==> config.mk <==
export PLATFORM = sky130hd
export DESIGN_NAME = bru_sched
export DESIGN_NICKNAME = d
export VERILOG_FILES = /design/src/rtl/bru_sched.sv
export SDC_FILE = /design/constraint.sdc
export NUM_CORES = 1
export LEC_CHECK = 0
export ABC_AREA = 1
export BUFFER_PORTS_ARGS = -buffer_cell sky130_fd_sc_hd__buf_2
export CAP_MARGIN = 20
export CORE_MARGIN = 5
export CORE_UTILIZATION = 43
export CTS_CLUSTER_SIZE = 24
export DETAILED_ROUTE_END_ITERATION = 10
export PLACE_DENSITY = 0.6
export SKIP_CTS_REPAIR_TIMING = 1
export SYNTH_ARGS = -nofsm -noshare
export SYNTH_HDL_FRONTEND = slang
export SYNTH_SLANG_ARGS = --single-unit
==> constraint.sdc <==
create_clock -name clk -period 8.7 [get_ports clk]
set_input_delay 0.87 -clock clk [delete_from_list [all_inputs] [get_ports clk]]
set_output_delay 0.87 -clock clk [all_outputs]
set_load 0.02 [all_outputs]
==> src/rtl/bru_sched.sv <==
// Branch reservation station: buffers branch/jump ops until both operands are ready,
// issues the oldest ready entry, and tracks speculative branch masks.
module bru_sched #(
  parameter int unsigned DEPTH     = 4,
  parameter int unsigned TAG_W     = 6,
  parameter int unsigned BMASK_W   = 4,
  parameter int unsigned BTAG_W    = 2,
  parameter int unsigned PAYLOAD_W = 96
) (
  input  logic                      clk,
  input  logic                      rst,
  input  logic                      disp_valid,
  output logic                      disp_ready,
  input  logic [PAYLOAD_W-1:0]      disp_payload,
  input  logic [TAG_W-1:0]          disp_ps1,
  input  logic [TAG_W-1:0]          disp_ps2,
  input  logic                      disp_ps1_rdy,
  input  logic                      disp_ps2_rdy,
  input  logic [31:0]               disp_ps1_data,
  input  logic [31:0]               disp_ps2_data,
  input  logic [BMASK_W-1:0]        disp_bmask,
  input  logic                      cdb_valid,
  input  logic [TAG_W-1:0]          cdb_tag,
  input  logic [31:0]               cdb_data,
  input  logic                      br_broadcast,
  input  logic [BTAG_W-1:0]         br_tag,
  input  logic                      br_clean,
  input  logic                      br_kill,
  output logic                      iss_valid,
  input  logic                      iss_ready,
  output logic [PAYLOAD_W-1:0]      iss_payload,
  output logic [31:0]               iss_a,
  output logic [31:0]               iss_b,
  output logic [BMASK_W-1:0]        iss_bmask,
  output logic [$clog2(DEPTH):0]    occupancy
);
  localparam int unsigned IDX_W = $clog2(DEPTH);
  localparam int unsigned CNT_W = IDX_W + 1;

  logic [DEPTH-1:0]                valid_q, valid_d;
  logic [DEPTH-1:0][PAYLOAD_W-1:0] payload_q, payload_d;
  logic [DEPTH-1:0][TAG_W-1:0]     ps1_q, ps1_d, ps2_q, ps2_d;
  logic [DEPTH-1:0]                rdy1_q, rdy1_d, rdy2_q, rdy2_d;
  logic [DEPTH-1:0][31:0]          data1_q, data1_d, data2_q, data2_d;
  logic [DEPTH-1:0][BMASK_W-1:0]   bmask_q, bmask_d;
  // older_q[j][i] set means entry j was dispatched before entry i
  logic [DEPTH-1:0][DEPTH-1:0]     older_q, older_d;
  logic [CNT_W-1:0]                occ_q, occ_d;

  logic [DEPTH-1:0] eligible, blocked, sel_oh;
  logic [IDX_W-1:0] sel_idx, free_idx;
  logic             do_issue, do_disp, disp_kill;
  logic             new_rdy1, new_rdy2;
  logic [31:0]      new_data1, new_data2;
  logic [BMASK_W-1:0] new_bmask;

  always_comb begin
    eligible = valid_q & rdy1_q & rdy2_q;
    blocked  = '0;
    sel_oh   = '0;
    sel_idx  = '0;
    for (int unsigned i = 0; i < DEPTH; i++) begin
      for (int unsigned j = 0; j < DEPTH; j++) begin
        blocked[i] = blocked[i] | (eligible[j] & older_q[j][i]);
      end
      sel_oh[i] = eligible[i] & ~blocked[i];
    end
    for (int unsigned i = 0; i < DEPTH; i++) begin
      if (sel_oh[i]) sel_idx = IDX_W'(i);
    end
    free_idx = '0;
    for (int unsigned i = 0; i < DEPTH; i++) begin
      if (!valid_q[DEPTH-1-i]) free_idx = IDX_W'(DEPTH-1-i);
    end
  end

  assign iss_valid   = |eligible;
  assign iss_payload = payload_q[sel_idx];
  assign iss_a       = data1_q[sel_idx];
  assign iss_b       = data2_q[sel_idx];
  assign iss_bmask   = bmask_q[sel_idx];
  assign disp_ready  = (occ_q < CNT_W'(DEPTH));
  assign occupancy   = occ_q;

  always_comb begin
    do_issue  = iss_valid & iss_ready;
    disp_kill = br_broadcast & disp_bmask[br_tag] & br_kill & ~br_clean;
    do_disp   = disp_valid & disp_ready & ~disp_kill;

    new_rdy1  = disp_ps1_rdy;
    new_data1 = disp_ps1_data;
    if (!disp_ps1_rdy && cdb_valid && cdb_tag == disp_ps1) begin
      new_rdy1  = 1'b1;
      new_data1 = cdb_data;
    end
    new_rdy2  = disp_ps2_rdy;
    new_data2 = disp_ps2_data;
    if (!disp_ps2_rdy && cdb_valid && cdb_tag == disp_ps2) begin
      new_rdy2  = 1'b1;
      new_data2 = cdb_data;
    end
    new_bmask = disp_bmask;
    if (br_broadcast && br_clean) new_bmask[br_tag] = 1'b0;

    valid_d   = valid_q;
    payload_d = payload_q;
    ps1_d     = ps1_q;
    ps2_d     = ps2_q;
    rdy1_d    = rdy1_q;
    rdy2_d    = rdy2_q;
    data1_d   = data1_q;
    data2_d   = data2_q;
    bmask_d   = bmask_q;
    older_d   = older_q;

    for (int unsigned i = 0; i < DEPTH; i++) begin
      if (valid_q[i]) begin
        if (cdb_valid && !rdy1_q[i] && ps1_q[i] == cdb_tag) begin
          rdy1_d[i]  = 1'b1;
          data1_d[i] = cdb_data;
        end
        if (cdb_valid && !rdy2_q[i] && ps2_q[i] == cdb_tag) begin
          rdy2_d[i]  = 1'b1;
          data2_d[i] = cdb_data;
        end
        if (br_broadcast && bmask_q[i][br_tag]) begin
          if (br_clean) bmask_d[i][br_tag] = 1'b0;
          else if (br_kill) valid_d[i] = 1'b0;
        end
        if (do_issue && sel_idx == IDX_W'(i)) valid_d[i] = 1'b0;
      end
    end

    if (do_disp) begin
      valid_d[free_idx]   = 1'b1;
      payload_d[free_idx] = disp_payload;
      ps1_d[free_idx]     = disp_ps1;
      ps2_d[free_idx]     = disp_ps2;
      rdy1_d[free_idx]    = new_rdy1;
      rdy2_d[free_idx]    = new_rdy2;
      data1_d[free_idx]   = new_data1;
      data2_d[free_idx]   = new_data2;
      bmask_d[free_idx]   = new_bmask;
      for (int unsigned j = 0; j < DEPTH; j++) begin
        older_d[free_idx][j] = 1'b0;
        if (IDX_W'(j) != free_idx) older_d[j][free_idx] = 1'b1;
      end
    end

    occ_d = '0;
    for (int unsigned i = 0; i < DEPTH; i++) begin
      occ_d = occ_d + CNT_W'(valid_d[i]);
    end
  end

  always_ff @(posedge clk) begin
    if (rst) begin
      valid_q <= '0;
      older_q <= '0;
      occ_q   <= '0;
    end else begin
      valid_q   <= valid_d;
      payload_q <= payload_d;
      ps1_q     <= ps1_d;
      ps2_q     <= ps2_d;
      rdy1_q    <= rdy1_d;
      rdy2_q    <= rdy2_d;
      data1_q   <= data1_d;
      data2_q   <= data2_d;
      bmask_q   <= bmask_d;
      older_q   <= older_d;
      occ_q     <= occ_d;
    end
  end

endmodule

Word-level counts from Yosys, hierarchy flattened
Index checks and enable logic that the tools add are counted.

storage, ports and cells
  flip-flop bits (word level) = 735
  output and inout port bits = 169
  input bits = 226
  logic and storage cells = 288

cells by class
  bitwise gates (word level) = 57
  add/sub/neg operators = 3
  reductions and logical operators = 45
  equal/unequal tests = 16
  magnitude comparators = 6
  mux-type cells = 129

operators with widths
  operator                                 number
  two-way mux 32 bit                       21
  bitwise mux 384 bit                      1
  bitwise mux 128 bit                      2
  two-way mux 128 bit                      2
  binary-select mux 96 bit (select 2 bit)  1
  demux 96 bit (select 2 bit)              1
  two-way mux 96 bit                       2
  binary-select mux 32 bit (select 2 bit)  2
  two-way mux 4 bit                        26
  bitwise AND 16 bit                       4
  demux 32 bit (select 2 bit)              1
  inverter 16 bit                          4
  == test 6 bit                            10
  bitwise mux 24 bit                       2
  two-way mux 1 bit                        41
  demux 4 bit (select 2 bit)               5
  logical AND 1 bit                        31
  bitwise AND 4 bit                        7
  bitwise AND 1 bit                        21
  bitwise OR 4 bit                         5
  bitwise mux 16 bit                       1
  two-way mux 16 bit                       1
  two-way mux 2 bit                        7
  demux 6 bit (select 2 bit)               1
  other kinds (24)                         57

Logic depth before layout (Yosys ltp)
Gate-level depths: netlist of the first run.

  word-level depth = 24
  depth in mapped cells = 18
  depth with buffers taken out = 15

Least setup slack after synthesis of the first run
OpenSTA, ideal clock, no wires.

  kind = input to register
  from = in rst
  to = reg older_q[6] (netlist bit)
  buffers on the path = 1
  library setup time = 93 ps
  path slack = 1,494 ps
  required time = 8,607 ps
  stages on the path = 4
  arrival time = 7,113 ps
  cell sequence = clkbuf_1 inv_1 nand2_1 a21oi_1

RTL lines
  item                    line  text
  start: declaration      11    input logic rst,
  end signal: assignment  171   older_q <= older_d;
  end: declaration        47    logic [DEPTH-1:0][DEPTH-1:0] older_q, older_d;

Worst setup path after layout of the first run
  from = reg valid_q[1]
  to = out iss_a[30]

on the way
  word-level cells in the longest chain between the ends = 13
  elaborated cells between the ends (all ways) = 25
  classes of those cells = 5 x mux; 20 x bitwise

ends and longest elaborated chain
  item                                          line  text
  start: declaration                            40    logic [DEPTH-1:0] valid_q, valid_d;
  start signal: assignment                      162   valid_q <= valid_d;
  bitwise AND 4 bit (*) (2 in a row)            58    eligible = valid_q & rdy1_q & rdy2_q;
  bitwise AND 1 bit                             64    blocked[i] = blocked[i] | (eligible[j] & older_q[j][i]);
  bitwise OR 1 bit (3 in a row)                 64
  inverter 1 bit                                66    sel_oh[i] = eligible[i] & ~blocked[i];
  bitwise AND 1 bit                             66
  two-way mux 1 bit                             69    if (sel_oh[i]) sel_idx = IDX_W'(i);
  two-way mux 2 bit                             69
  two-way mux 2 bit (*)                         69
  binary-select mux 32 bit (select 2 bit) (*)   79    assign iss_a = data1_q[sel_idx];
  two-way mux 32 bit (not written as such) (*)  79
  end: declaration                              32    output logic [31:0] iss_a,

Mark *: on every way between the ends. The rest lies on a longest branch, timed or not. The select of a mux whose other input is x is not followed.

==> flow_summary.toml, run 1 <==
[run_status]
outcome = "finished, final reports clean"

[global_route]
track_usage_pct = 24.19
grt_overflow = 0
grt_pass1_vias = 28660
grt_max_degree = 169
antenna_found_initial = 17
grt_pass1_wl_um = 176300

[sta]
relSlewSlack_pct = 19.19
setup_tns_ns = 0
period_share_pct = 66.59
rsz0062_at_grt = "false"
drv_slew = 0
tightest_slew_ns = 1.212
finalSetupViolations = 0
period_minus_slack_ns = 5.793
clock_skew_ns = 0.02294
setup_slack_ns = 2.907
hold_violations = 0
fmax_ghz = 0.1726

[clock_network]
clk_pin_slew_ns = 0.06
clock_path_buffers = 3
clk_latency_ns = 0.64
cts-buffers-inserted = 80
cts_root_buf = "clkbuf_16"
htree_num_levels = 3
cts.sinks = 731
cts_tree = "done"

[synthesis]
synth_cell_type_count = 36
synth-seq-cells = 731
synth_edf_count = 712
netlist_area_um2 = 37320
yosysMostFrequentCell = "nand2_1"
synth_cells = 4162
synth_nets = 4391
synth_flop_cell = "edfxtp_1"
ys_async_sr_fraction_pct = 0
ys_seq_area_share_pct = 58.31
syn_avg_cell_area_um2 = 8.967
synthTopCellsByArea = "edfxtp_1 57%, nand2_1 15%, nand3_1 7.7%"
ys_warn_count = 0
netlist.area_leader.share_pct = 57.29
yosysTopAreaCell = "edfxtp_1"
yosys-top-cells-count = "1489 x nand2_1, 712 x edfxtp_1, 577 x nand3_1"

[placed_design]
placed_area_um2 = 39840
gp_congestion = 0.8518
dp_hpwl_um = 66340
place_ws_ns = 3.610
portBuffers = 394

[detailed_routing]
vias = 30160
wirelength_um = 117000
routed_via_density = 5.370
drtIter0Drc = 3072
drc_errors = 0
dr.pass1.iters = 6
ant_nets = 0
routedWlPerCell_um = 20.83

[floorplanning]
dieHeight_um = 304.6
die_x_um = 304.6
initial_core_util_pct = 43.15
coreArea_um2 = 86480
die_area_um2 = 92780
rows = 108
ioPinCount = 395

[critical_path]
crit_fanout = 168
critical_path.top_delay_family = "simple AND/OR/NAND/NOR gates"
cp_slowest_cell = "inv_8"
worstPathArrival_ns = 4.92
cp_num_buf_inv = 3
worst_setup_path_start_kind = "flop"
worstSetupPathType = "reg2out"
path_cells = "nand3_1 > nor2_1 > nor2_1 > nand2_8 > nand2_4 > inv_8 > buf_12 > nand3_1 > nand3_1 > buf_2"
crit_start = "valid_q[1]"
critPathMostFrequentCell = "nand3_1"
required_ns = 7.83
max_stage_delay_ns = 0.77
end_kind = "output pin"
timing.rr.start = "valid_q[1]"

[cells_and_area]
fill_cells = 8300
final_area_um2 = 42360
drive_above_1_share_pct = 13.54
nNetsFinal = 4619
syn_to_final_growth_pct = 13.51

[power_and_ir_drop]
leakage_uw = 0.01891
cellPowerDensity_nw_per_um2 = 194.9
total_power_uw = 8255
ir_drop_mv = 0.1622

[hold_path]
holdCritStartpoint = "older_q[10]"
hold_class = "reg2reg"

[run]
maxCapViolCount = 0
[sequential cells by signal (all words and copies together) (netlist names), 4 cells and up, named ones only]
| signal | cells |
|---|---|
| payload_q | 384 |
| older_q | 6 |
| data2_q | 128 |
| valid_q | 4 |
| bmask_q | 16 |
| rdy1_q | 4 |
| ps2_q | 24 |
| ps1_q | 24 |
| rdy2_q | 4 |
| data1_q | 128 |
[through the flow]
stage          instances  utilization, %  hold WS (ns)
3_3_place_gp        5463           46.06        0.4423
3_5_place_dp        5463           46.06        0.4390
2_1_floorplan       4162               -        0.4087
6_report            5616           48.98        0.4518
5_1_grt             5613           48.98        0.4211
4_1_cts             5608           48.96        0.4005
[kinds of logic after synthesis]
| group | after synthesis | share of synthesized area [%] |
|---|---|---|
| AO/OA/AOI/OAI | 474 | 6.464 |
| XOR/XNOR | 33 | 0.7744 |
| buffers and inverters | 575 | 6.672 |
| AND/OR/NAND/NOR | 2346 | 27.66 |
| adder cells (fa/ha/maj) | 3 | 0.1207 |
| flip-flops | 731 | 58.31 |
[worst paths after layout]
kind / to / slack, ns / cells past startpoint
worst min-delay path: older_q[10] / 0.45 / 2
worst max register to register: occupancy[1] / 4.69 / 13
worst min register to register: older_q[10] / 0.45 / 2
worst max-delay path: iss_a[30] / 2.91 / 10
[worst min-delay path, stage by stage (launching register included)]
cell and delay [ns]:
dfxtp_1 0.32, inv_1 0.05, nor2_1 0.04
[cells in the final DEF (no fill, tap or decap), types with 3 or more instances in the layout]
cell type  netlist  routed
nand2_2          5       7
clkbuf_1        97      16
nor2_1          63      58
clkinv_2         0      10
nand2_1       1489    1480
clkinv_1         0      23
o21ai_1         42      42
nor2_4           0       5
nand4_1         18      18
buf_4           28      36
xor2_1          16      16
or2_2           10      10
nand3_1        577     576
dfxtp_1         19      19
nand2_4          1       7
inv_2           11      12
buf_2          151     394
buf_12           0       5
edfxtp_1       712     712
a21oi_1         20      20
diode_2          0       8
nand3b_1       162     162
clkbuf_16        0      80
inv_1          275     272
bufinv_16        0       3
clkinv_16        0       4
o21ai_0        400     400
clkbuf_8         0       3
o21ai_2          9       9
nor3_1           8       8
xnor2_1         17      17
[power breakdown]
part           switching [uW]  internal [uW]  leakage, uW
sequential               74.8           4060      0.00683
combinational             583            267       0.0109
clock                    1450           1820      0.00121
[layout make-up]
type / count / area (um2) / area share [%]
Sequential cell: 731 / 21760 / 51.37
Multi-Input combinational cell: 2856 / 13200 / 31.16
Timing Repair Buffer: 435 / 2342 / 5.529
Clock buffer: 99 / 2103 / 4.965
Tap cell: 1155 / 1445 / 3.411
Inverter: 286 / 1089 / 2.570
Clock inverter: 46 / 404.1 / 0.9540
Antenna cell: 8 / 20.02 / 0.04726
[per-layer routing]
| layer | track usage, % | vias up | part of all wire, % |
|---|---|---|---|
| met5 | 0 | - | 0.12 |
| met4 | 6.905 | 16 | 2.6 |
| met3 | 5.500 | 203 | 8.8 |
| met2 | 39.60 | 1260 | 46 |
| met1 | 32.62 | 14180 | 42 |
| li1 | - | 14500 | - |
No activity file was read; power rests on OpenSTA's default activity.
==> run 2: changes to the inputs <==
Clock period 8.7 ns to 5.7 ns, I/O delays scaled along.
==> flow_summary.toml, run 2 (synthesized netlist as in run 1, its figures left out) <==
[cells_and_area]
fin_util_pct = 49.28
largest_register = "payload_q"
fill_cells = 8248
syn_to_final_growth_pct = 14.20
nNetsFinal = 4628
drive_above_1_share_pct = 13.65
reg_top3 = "payload_q: 384 flops, data1_q: 128 flops, data2_q: 128 flops"
largest_register_ffs = 384
mostFrequentLayoutCells = "1480 x nand2_1, 712 x edfxtp_1, 576 x nand3_1"
mostFrequentLayoutCell = "nand2_1"

[floorplanning]
die_area_um2 = 92780
coreArea_um2 = 86480
initial_core_util_pct = 43.15
ioPinCount = 395
die_x_um = 304.6
rows = 108
dieHeight_um = 304.6

[critical_path]
timing.rr.start = "valid_q[1]"
path_cells = "nand3_2 > nor2_1 > nand4_2 > nand2_4 > buf_12 > nand3b_1 > nand2_1 > nand3_1 > buf_2"
critical_path.top_delay_family = "simple AND/OR/NAND/NOR gates"
worstPathArrival_ns = 3.90
end_kind = "output pin"
crit_fanout = 164
worst_setup_path_start_kind = "flop"
reg2reg_setup_slack_ns = 2.03
worstReg2RegEnd = "occupancy[1]"
reg2reg_depth = 13
cp_num_buf_inv = 2
required_ns = 5.13
cp_slowest_cell = "dfxtp_1"
max_stage_delay_ns = 0.56
worstSetupPathType = "reg2out"

[hold_path]
worst_hold_path.endpoint = "payload_q[137]"
holdCritStartpoint = "disp_payload[41]"
hold_class = "in2reg"
min_path_cells = 1

[run]
maxCapViolCount = 0

[power_and_ir_drop]
ir_drop_mv = 0.2939
leakage_uw = 0.01903
cellPowerDensity_nw_per_um2 = 299.9

[sta]
tightest_slew_ns = 1.399
drv_slew = 0
hold_violations = 0
relSlewSlack_pct = 6.751
whs_ns = 0.1305
fmax_ghz = 0.2240
period_minus_slack_ns = 4.465
rsz0062_at_grt = "false"
period_share_pct = 78.34
setup_tns_ns = 0
clock_skew_ns = 0.03298
finalSetupViolations = 0

[clock_network]
cts-buffers-inserted = 84
cts_tree = "done"
cts_root_buf = "clkbuf_16"
clk_pin_slew_ns = 0.06
clk_latency_ns = 0.64
cts.sinks = 731
htree_num_levels = 3
clock_path_buffers = 3

[global_route]
grt_overflow = 0
grt_pass1_vias = 28580
track_usage_pct = 23.90
grt_max_degree = 165
grt_pass1_wl_um = 174400
antenna_found_initial = 22

[detailed_routing]
drc_errors = 0
routedWlPerCell_um = 20.41
dr.pass1.iters = 5
drtIter0Drc = 2843
wirelength_um = 114900
routed_via_density = 5.310
ant_nets = 0
vias = 29890

[placed_design]
gp_congestion = 0.8333
portBuffers = 394
dp_hpwl_um = 66400

[run_status]
outcome = "finished, final reports clean"
## run 2: final cells by class
| class | instances | area [um2] | share of cell area [%] |
|---|---|---|---|
| multi-input cells | 2856 | 13200 | 30.97 |
| inverters | 286 | 1085 | 2.545 |
| clock inverters | 41 | 407.9 | 0.9571 |
| repair buffers | 440 | 2487 | 5.836 |
| well taps | 1155 | 1445 | 3.391 |
| flip-flops and latches | 731 | 21760 | 51.06 |
| clock buffers | 108 | 2202 | 5.167 |
| diodes | 13 | 32.53 | 0.07633 |
## run 2: report_power, final
group,leakage (uW),switching (uW),internal [uW]
Clock,0.00126,2240,2940
Combinational,0.0109,894,411
Sequential,0.00683,105,6200
## run 2: worst max path at each step
| stage | startpoint | endpoint | slack, ns | depth (start not counted) |
|---|---|---|---|---|
| final | valid_q[2] | iss_a[1] | 1.23 | 9 |
| after CTS | rdy1_q[0] | iss_b[2] | 1.16 | 9 |
| after global routing | rdy2_q[1] | iss_b[0] | 0.96 | 9 |
| after detailed placement | rdy1_q[0] | iss_b[2] | 1.87 | 9 |
| after floorplan | rst | bmask_q[0] | 0.15 | 2 |
| after global placement | valid_q[1] | iss_a[30] | 1.94 | 9 |
## run 2: metal layers
metal	track usage, %	wire [um]	vias up
li1	-	-	14530
met1	31.49	48280	14070
met2	39.88	53880	1118
met3	5.659	9713	164
met4	6.661	2916	12
met5	0	95	-
## run 2: stage by stage
stage                     instances  power (uW)  setup slack (ns)  area, um2
after floorplan                4162        7221            0.1473      37330
after global placement         5467        7693             1.936      39950
after detailed placement       5467        7715             1.874      39950
after CTS                      5616       12900             1.160      42560
after global routing           5619       13310            0.9638      42590
final                          5630       12780             1.235      42620
